File: src/rtl/miriscv_mem_pkg.sv
// Shared constants for the miriscv data-RAM arbiter: access size codes and FSM encoding.
package miriscv_mem_pkg;

  localparam logic [2:0] MEM_SIZE_SB = 3'd0;
  localparam logic [2:0] MEM_SIZE_SH = 3'd1;
  localparam logic [2:0] MEM_SIZE_W  = 3'd2;
  localparam logic [2:0] MEM_SIZE_UB = 3'd4;
  localparam logic [2:0] MEM_SIZE_UH = 3'd5;

  typedef enum logic [1:0] {
    IDLE  = 2'd0,
    ACC_I = 2'd1,
    ACC_D = 2'd2
  } arb_state_e;

endpackage

File: src/rtl/miriscv_mem_arb_pick.sv
// Winner selection between instruction fetch and load/store: fixed D priority with an
// anti-starvation counter, or round-robin. gnt[0] = I, gnt[1] = D.
module miriscv_mem_arb_pick
  import miriscv_mem_pkg::*;
#(
  parameter bit          PRIO_DATA    = 1'b1,
  parameter int unsigned STARVE_LIMIT = 4
) (
  input  logic       clk,
  input  logic       reset,
  input  logic       instr_req,
  input  logic       data_req,
  input  logic       update,
  output logic [1:0] gnt
);

  localparam int CNT_W = $clog2(STARVE_LIMIT + 1);
  localparam logic [CNT_W-1:0] CNT_MAX = CNT_W'(STARVE_LIMIT);

  logic [CNT_W-1:0] starve_cnt;
  logic             last_i;

  always_comb begin
    gnt = 2'b00;
    if (instr_req && data_req) begin
      if (PRIO_DATA) begin
        gnt = (starve_cnt == CNT_MAX) ? 2'b01 : 2'b10;
      end else begin
        gnt = last_i ? 2'b10 : 2'b01;
      end
    end else if (instr_req) begin
      gnt = 2'b01;
    end else if (data_req) begin
      gnt = 2'b10;
    end
  end

  // Counter tracks consecutive D wins while I is waiting; any I win or I idle clears it.
  always_ff @(posedge clk or posedge reset) begin
    if (reset) begin
      starve_cnt <= '0;
      last_i     <= 1'b0;
    end else if (update) begin
      if (!instr_req || gnt[0]) begin
        starve_cnt <= '0;
      end else if (gnt[1] && starve_cnt != CNT_MAX) begin
        starve_cnt <= starve_cnt + 1'b1;
      end
      if (|gnt) begin
        last_i <= gnt[0];
      end
    end
  end

endmodule

File: src/rtl/miriscv_mem_arbiter.sv
// Shares the single-port data RAM between instruction fetch and the load/store unit;
// one access every two cycles, read data returned through a shared register.
module miriscv_mem_arbiter
  import miriscv_mem_pkg::*;
#(
  parameter bit          PRIO_DATA    = 1'b1,
  parameter int unsigned STARVE_LIMIT = 4
) (
  input  logic        clk,
  input  logic        reset,
  input  logic        instr_req_i,
  input  logic [31:0] instr_addr_i,
  output logic        instr_gnt_o,
  output logic        instr_rvalid_o,
  output logic [31:0] instr_rdata_o,
  input  logic        data_req_i,
  input  logic        data_we_i,
  input  logic [2:0]  data_size_i,
  input  logic [31:0] data_addr_i,
  input  logic [31:0] data_wdata_i,
  output logic        data_gnt_o,
  output logic        data_rvalid_o,
  output logic [31:0] data_rdata_o,
  output logic        mem_req_o,
  output logic        mem_we_o,
  output logic [2:0]  mem_size_o,
  output logic [31:0] mem_addr_o,
  output logic [31:0] mem_wdata_o,
  input  logic [31:0] mem_rdata_i
);

  arb_state_e  state_q, state_d;
  logic        in_idle;
  logic [1:0]  pick_gnt;
  logic        lat_we;
  logic [2:0]  lat_size;
  logic [31:0] lat_addr;
  logic [31:0] lat_wdata;
  logic [31:0] rdata_q;
  logic        instr_rvalid_q;
  logic        data_rvalid_q;

  assign in_idle = (state_q == IDLE);

  miriscv_mem_arb_pick #(
    .PRIO_DATA   (PRIO_DATA),
    .STARVE_LIMIT(STARVE_LIMIT)
  ) u_pick (
    .clk      (clk),
    .reset    (reset),
    .instr_req(instr_req_i),
    .data_req (data_req_i),
    .update   (in_idle),
    .gnt      (pick_gnt)
  );

  assign instr_gnt_o = in_idle & pick_gnt[0];
  assign data_gnt_o  = in_idle & pick_gnt[1];

  always_ff @(posedge clk or posedge reset) begin
    if (reset) begin
      state_q <= IDLE;
    end else begin
      state_q <= state_d;
    end
  end

  // RAM port is only driven during the single access cycle; zero otherwise.
  always_comb begin
    state_d     = state_q;
    mem_req_o   = 1'b0;
    mem_we_o    = 1'b0;
    mem_size_o  = 3'd0;
    mem_addr_o  = 32'd0;
    mem_wdata_o = 32'd0;
    case (state_q)
      IDLE: begin
        if (instr_gnt_o) begin
          state_d = ACC_I;
        end else if (data_gnt_o) begin
          state_d = ACC_D;
        end
      end
      ACC_I: begin
        mem_req_o  = 1'b1;
        mem_size_o = MEM_SIZE_W;
        mem_addr_o = lat_addr;
        state_d    = IDLE;
      end
      ACC_D: begin
        mem_req_o   = 1'b1;
        mem_we_o    = lat_we;
        mem_size_o  = lat_size;
        mem_addr_o  = lat_addr;
        mem_wdata_o = lat_wdata;
        state_d     = IDLE;
      end
      default: state_d = IDLE;
    endcase
  end

  always_ff @(posedge clk or posedge reset) begin
    if (reset) begin
      lat_we    <= 1'b0;
      lat_size  <= 3'd0;
      lat_addr  <= 32'd0;
      lat_wdata <= 32'd0;
    end else if (instr_gnt_o) begin
      lat_we    <= 1'b0;
      lat_size  <= MEM_SIZE_W;
      lat_addr  <= instr_addr_i;
      lat_wdata <= 32'd0;
    end else if (data_gnt_o) begin
      lat_we    <= data_we_i;
      lat_size  <= data_size_i;
      lat_addr  <= data_addr_i;
      lat_wdata <= data_wdata_i;
    end
  end

  // Writes acknowledge through rvalid but leave the shared read register untouched.
  always_ff @(posedge clk or posedge reset) begin
    if (reset) begin
      instr_rvalid_q <= 1'b0;
      data_rvalid_q  <= 1'b0;
      rdata_q        <= 32'd0;
    end else begin
      instr_rvalid_q <= (state_q == ACC_I);
      data_rvalid_q  <= (state_q == ACC_D);
      if (state_q == ACC_I || (state_q == ACC_D && !lat_we)) begin
        rdata_q <= mem_rdata_i;
      end
    end
  end

  assign instr_rvalid_o = instr_rvalid_q;
  assign data_rvalid_o  = data_rvalid_q;
  assign instr_rdata_o  = rdata_q;
  assign data_rdata_o   = rdata_q;

endmodule

File: config.mk
export PLATFORM = sky130hd
export DESIGN_NAME = miriscv_mem_arbiter
export DESIGN_NICKNAME = d
export VERILOG_FILES = /design/src/rtl/miriscv_mem_pkg.sv /design/src/rtl/miriscv_mem_arb_pick.sv /design/src/rtl/miriscv_mem_arbiter.sv
export SDC_FILE = /design/constraint.sdc
export NUM_CORES = 1
export LEC_CHECK = 0
export CAP_MARGIN = 20
export CORE_MARGIN = 4
export CORE_UTILIZATION = 40
export DETAILED_ROUTE_END_ITERATION = 8
export DONT_BUFFER_PORTS = 1
export PLACE_DENSITY_LB_ADDON = 0.3
export SYNTH_ARGS = -nofsm -noshare
export SYNTH_HDL_FRONTEND = slang
export SYNTH_SLANG_ARGS = --single-unit
File: constraint.sdc
create_clock -name clk -period 6.8 [get_ports clk]
set_input_delay 1.36 -clock clk [delete_from_list [all_inputs] [get_ports clk]]
set_output_delay 1.36 -clock clk [all_outputs]
set_load 0.02 [all_outputs]
==> run summary <==
The share of the Yosys chip area taken by registers is 54.11%. The tools report the kind of start point of the critical path as a primary input. In this run the static leakage power is 2.269 nW. The placeable core area came out at 0.01206 mm². Together, buffers and inverters on the worst path number 2. The final critical path takes up 54.04% of the cycle. Cells with a size suffix above 1 make up 15.51% of the layout. The number of nets in the synthesized netlist is 541. In this run the horizontal extent of the chip is 119.2 µm.

The final worst slack was 3.125 ns. The number of instances resized during post-cts repair came out at 0. The logs give 0 for the count of max-cap constraint violations and 0 for the max-slew violation total from the final report.

The post-route non-filler standard cell count is 529. For this design, the CTS-stage hold fixing added 0 buffers. The tools report the number of diodes added for antenna fixing as 0. The cell with the biggest individual delay on the critical path is sky130_fd_sc_hd__buf_4. After detailed placement, the total cell area comes to 0.004785 mm². The via count normalized by instance count was 5.571. Clock skew on the completed layout was measured at 0.007145 ns.

The clock tree synthesis step divided the H-tree into 3 levels. The first detailed-routing pass ran for 6 iterations. The via count of the first global-routing pass is 3135. For this run, design rule violations remaining after detail routing come to 0. The average cell area after synthesis is 12.37 µm², and the weighted congestion at the end of routability-driven global placement is 0.7228.

Static timing analysis puts the maximum clock frequency at 0.2721 GHz. The average wire length per cell after detail routing is 21.84 µm, and the number of rows created at floorplan is 40. VDD sags by at most 232.3 µV. The critical path runs through a total of 4 cells. The worst pin sits at a relative slew slack of 28.46%.

Net switching is 44.58% of the power. At the end of the flow the core is filled with cells to 42.57%. In this run the power density over the cells is 609.6 mW/mm².

Setup repair after global routing left no endpoint under its margin. The number of DRC violations after detailed-routing iteration 0 is 151. The die covers 0.01421 mm². The post-CTS setup-driven buffer insertion count was 0; the I/O pin total was 273. Grouping stages by cell kind, the critical path spends the most delay in buffers and inverters.

The tools report the netlist area before placement as 0.004948 mm². The hold violation count in the final report came out at 0. By startpoint and endpoint, the worst setup path is classified as in2out.

The run gives 2 as the largest buffer count on any clock path. Relative to the synthesized area, the layout overhead comes to 3.767%. The clock net in this run drives a total of 107 sinks. The tools report the combinational power share as 39.0%. The worst reg2reg path depth works out to 5. The tools report the clock insertion delay at the later pin of the skew report as 0.34 ns.

TritonCTS built the clock tree. After clock tree synthesis, the clock-pin slew on the worst setup and hold paths is 0.07 ns. For this run the aggregate overflow at the end of global routing stands at 0.

Worst hold slack across all endpoints: 0.4938 ns. The net count of the finished layout was 497. Sequential cells account for 44.6% of the total power. The detailed router placed 2947 vias in this run. The internal power was 1.735 mW.

The first global-routing pass estimated 17560 µm of wire. In the layout the commonest cells are sky130_fd_sc_hd__dfrtp_1, sky130_fd_sc_hd__and2_1, sky130_fd_sc_hd__a22o_1, sky130_fd_sc_hd__a221o_1, sky130_fd_sc_hd__mux2_2. The die is 119.2 µm tall. Library cell used as clock root buffer: sky130_fd_sc_hd__clkbuf_16.

The routed design could run at a clock period as short as 3.675 ns. At the pin with the least slew margin, the transition time is 1.071 ns. Data on the critical path is required at its endpoint by 5.44 ns. Detailed placement finished with a half-perimeter wire length of 8122 µm. Summed over all layers, the routed wires come to 11550 µm.

In this run the worst hold path is classified as reg2reg. In this run the power spent charging and discharging nets is 1.396 mW. Per report_power, the clock group accounts for 16.4% of the total. In this run the remaining antenna-violating nets after routing total 0. In this run, CTS created clock tree buffers numbering 9.

The cell depth of the worst min-delay path came out at 1. Fill cells in the final layout number 1108. For the final routed database, the setup TNS stands at 0 ns. The setup slack after placement is 3.150 ns. Along the worst path, the maximum fanout reaches 68. The number of port buffers came out at 0. Counting tap cells, the placed design contains a total of 511 instances. On the worst path, the slowest cell contributes a delay of 0.56 ns. In the synthesized netlist, the number of instances is 400. The tools report the kind of end point of the critical path as an output port.

The logs give 0 for the number of warnings issued by yosys and 3.130 mW for the total chip power. The synthesized design contains 107 register bits. The initial utilization of the core area, before any placement, comes to 41.03%. The library cell used most frequently in the layout, excluding fill and tap cells, is sky130_fd_sc_hd__dfrtp_1.

Entering global routing, the biggest net connects 69 pins. Global routing consumed, over all layers together, 15.90% of the routing resources. After routing the design area is 0.005135 mm².

The logs give 29 for the number of unique standard cell types used by synthesis and 2.31 ns for the critical path data arrival time. The flow ran to the end, and the final reports show no timing, DRC or antenna violations. Traced cell by cell, the critical path runs through nand3_1 -> nand3_2 -> inv_2 -> buf_4. The run gives 1 as the number of antenna violations at the first check in global routing.

Setup violations remaining at the end of the flow were counted as 0.
[worst paths after layout]
kind,slack [ns],start,end
max in group asynchronous,4.66,reset,lat_wdata[4]
min reg2reg,0.49,lat_wdata[28],lat_wdata[28]
min in group asynchronous,0.98,reset,data_rdata_o[7]
min,0.49,lat_wdata[28],lat_wdata[28]
max reg2reg,4.51,state_q[1],lat_addr[2]
max,3.13,instr_req_i,data_gnt_o
[flip-flops by register name, summed over array words and instances, names as in the netlist]
register,cells
lat_addr,32
lat_we,1
lat_wdata,32
data_rvalid_o,1
u_pick.starve_cnt,3
instr_rvalid_o,1
data_rdata_o,32
lat_size,3
state_q,2
[worst register-to-register path: stages (launching register included)]
cell	delay (ns)
sky130_fd_sc_hd__dfrtp_1	0.39
sky130_fd_sc_hd__inv_1	0.11
sky130_fd_sc_hd__ha_1	0.44
sky130_fd_sc_hd__nand2_1	0.16
sky130_fd_sc_hd__a21oi_4	0.82
sky130_fd_sc_hd__a221o_1	0.31
[layer usage]
layer | wire length, µm | share of wire [%] | track usage, % | vias up
met5 | 7 | 0.061 | 0 | -
met4 | 206 | 1.8 | 6.734 | 2
met3 | 1152 | 10 | 5.176 | 20
met2 | 5966 | 52 | 27.20 | 215
met1 | 4219 | 37 | 18.22 | 1416
li1 | - | - | - | 1294
[layout make-up]
cell class	count	area [µm²]	area share, %
clock buffers	11	232.7	4.532
clock inverters	5	62.56	1.218
inverters	8	32.53	0.6335
multi-input cells	225	1842	35.87
flip-flops and latches	107	2678	52.14
well taps	168	210.2	4.094
repair buffers	5	77.57	1.511
[power groups by stage]
stage,registers (mW),clock network [mW],logic [mW]
after floorplan,1.20,0,1.32
after global placement,1.40,0,1.16
after detailed placement,1.40,0,1.19
after CTS,1.40,0.532,1.19
after global routing,1.44,0.562,1.33
final,1.40,0.512,1.22
[cell usage after synthesis]
cell type	number	area [µm²]
sky130_fd_sc_hd__buf_4	35	262.8
sky130_fd_sc_hd__a21oi_1	1	5.000
sky130_fd_sc_hd__mux2i_1	1	10.01
sky130_fd_sc_hd__o21ai_2	1	8.760
sky130_fd_sc_hd__ha_1	5	62.56
sky130_fd_sc_hd__buf_6	6	67.56
sky130_fd_sc_hd__a21oi_2	1	8.760
sky130_fd_sc_hd__o31ai_1	1	7.510
sky130_fd_sc_hd__nand3_2	1	10.01
sky130_fd_sc_hd__a21oi_4	1	16.27
sky130_fd_sc_hd__a31o_2	1	8.760
sky130_fd_sc_hd__inv_2	1	3.750
sky130_fd_sc_hd__nand4_1	1	6.260
sky130_fd_sc_hd__a22o_1	35	306.5
sky130_fd_sc_hd__a32o_1	1	10.01
sky130_fd_sc_hd__clkbuf_1	9	33.78
sky130_fd_sc_hd__o22ai_1	2	12.51
sky130_fd_sc_hd__and2_1	97	606.8
sky130_fd_sc_hd__mux2_2	30	337.8
sky130_fd_sc_hd__buf_2	10	50.05
sky130_fd_sc_hd__nand2_1	4	15.01
sky130_fd_sc_hd__dfrtp_1	107	2678
sky130_fd_sc_hd__nand3_1	2	10.01
sky130_fd_sc_hd__nor2b_1	1	6.260
sky130_fd_sc_hd__mux2_1	2	22.52
sky130_fd_sc_hd__and3_1	3	18.77
sky130_fd_sc_hd__nand2b_1	1	6.260
sky130_fd_sc_hd__a221o_1	33	330.3
sky130_fd_sc_hd__inv_1	7	26.28
[cells by family after synthesis]
kind of cell    after synthesis  share of synthesized area, %
mux                          33                         7.484
compound gates               77                         14.44
fa+ha+maj                     5                         1.264
simple gates                110                         13.73
flops                       107                         54.11
buf+inv                      68                         8.976
(Power assumes the default switching activity.)
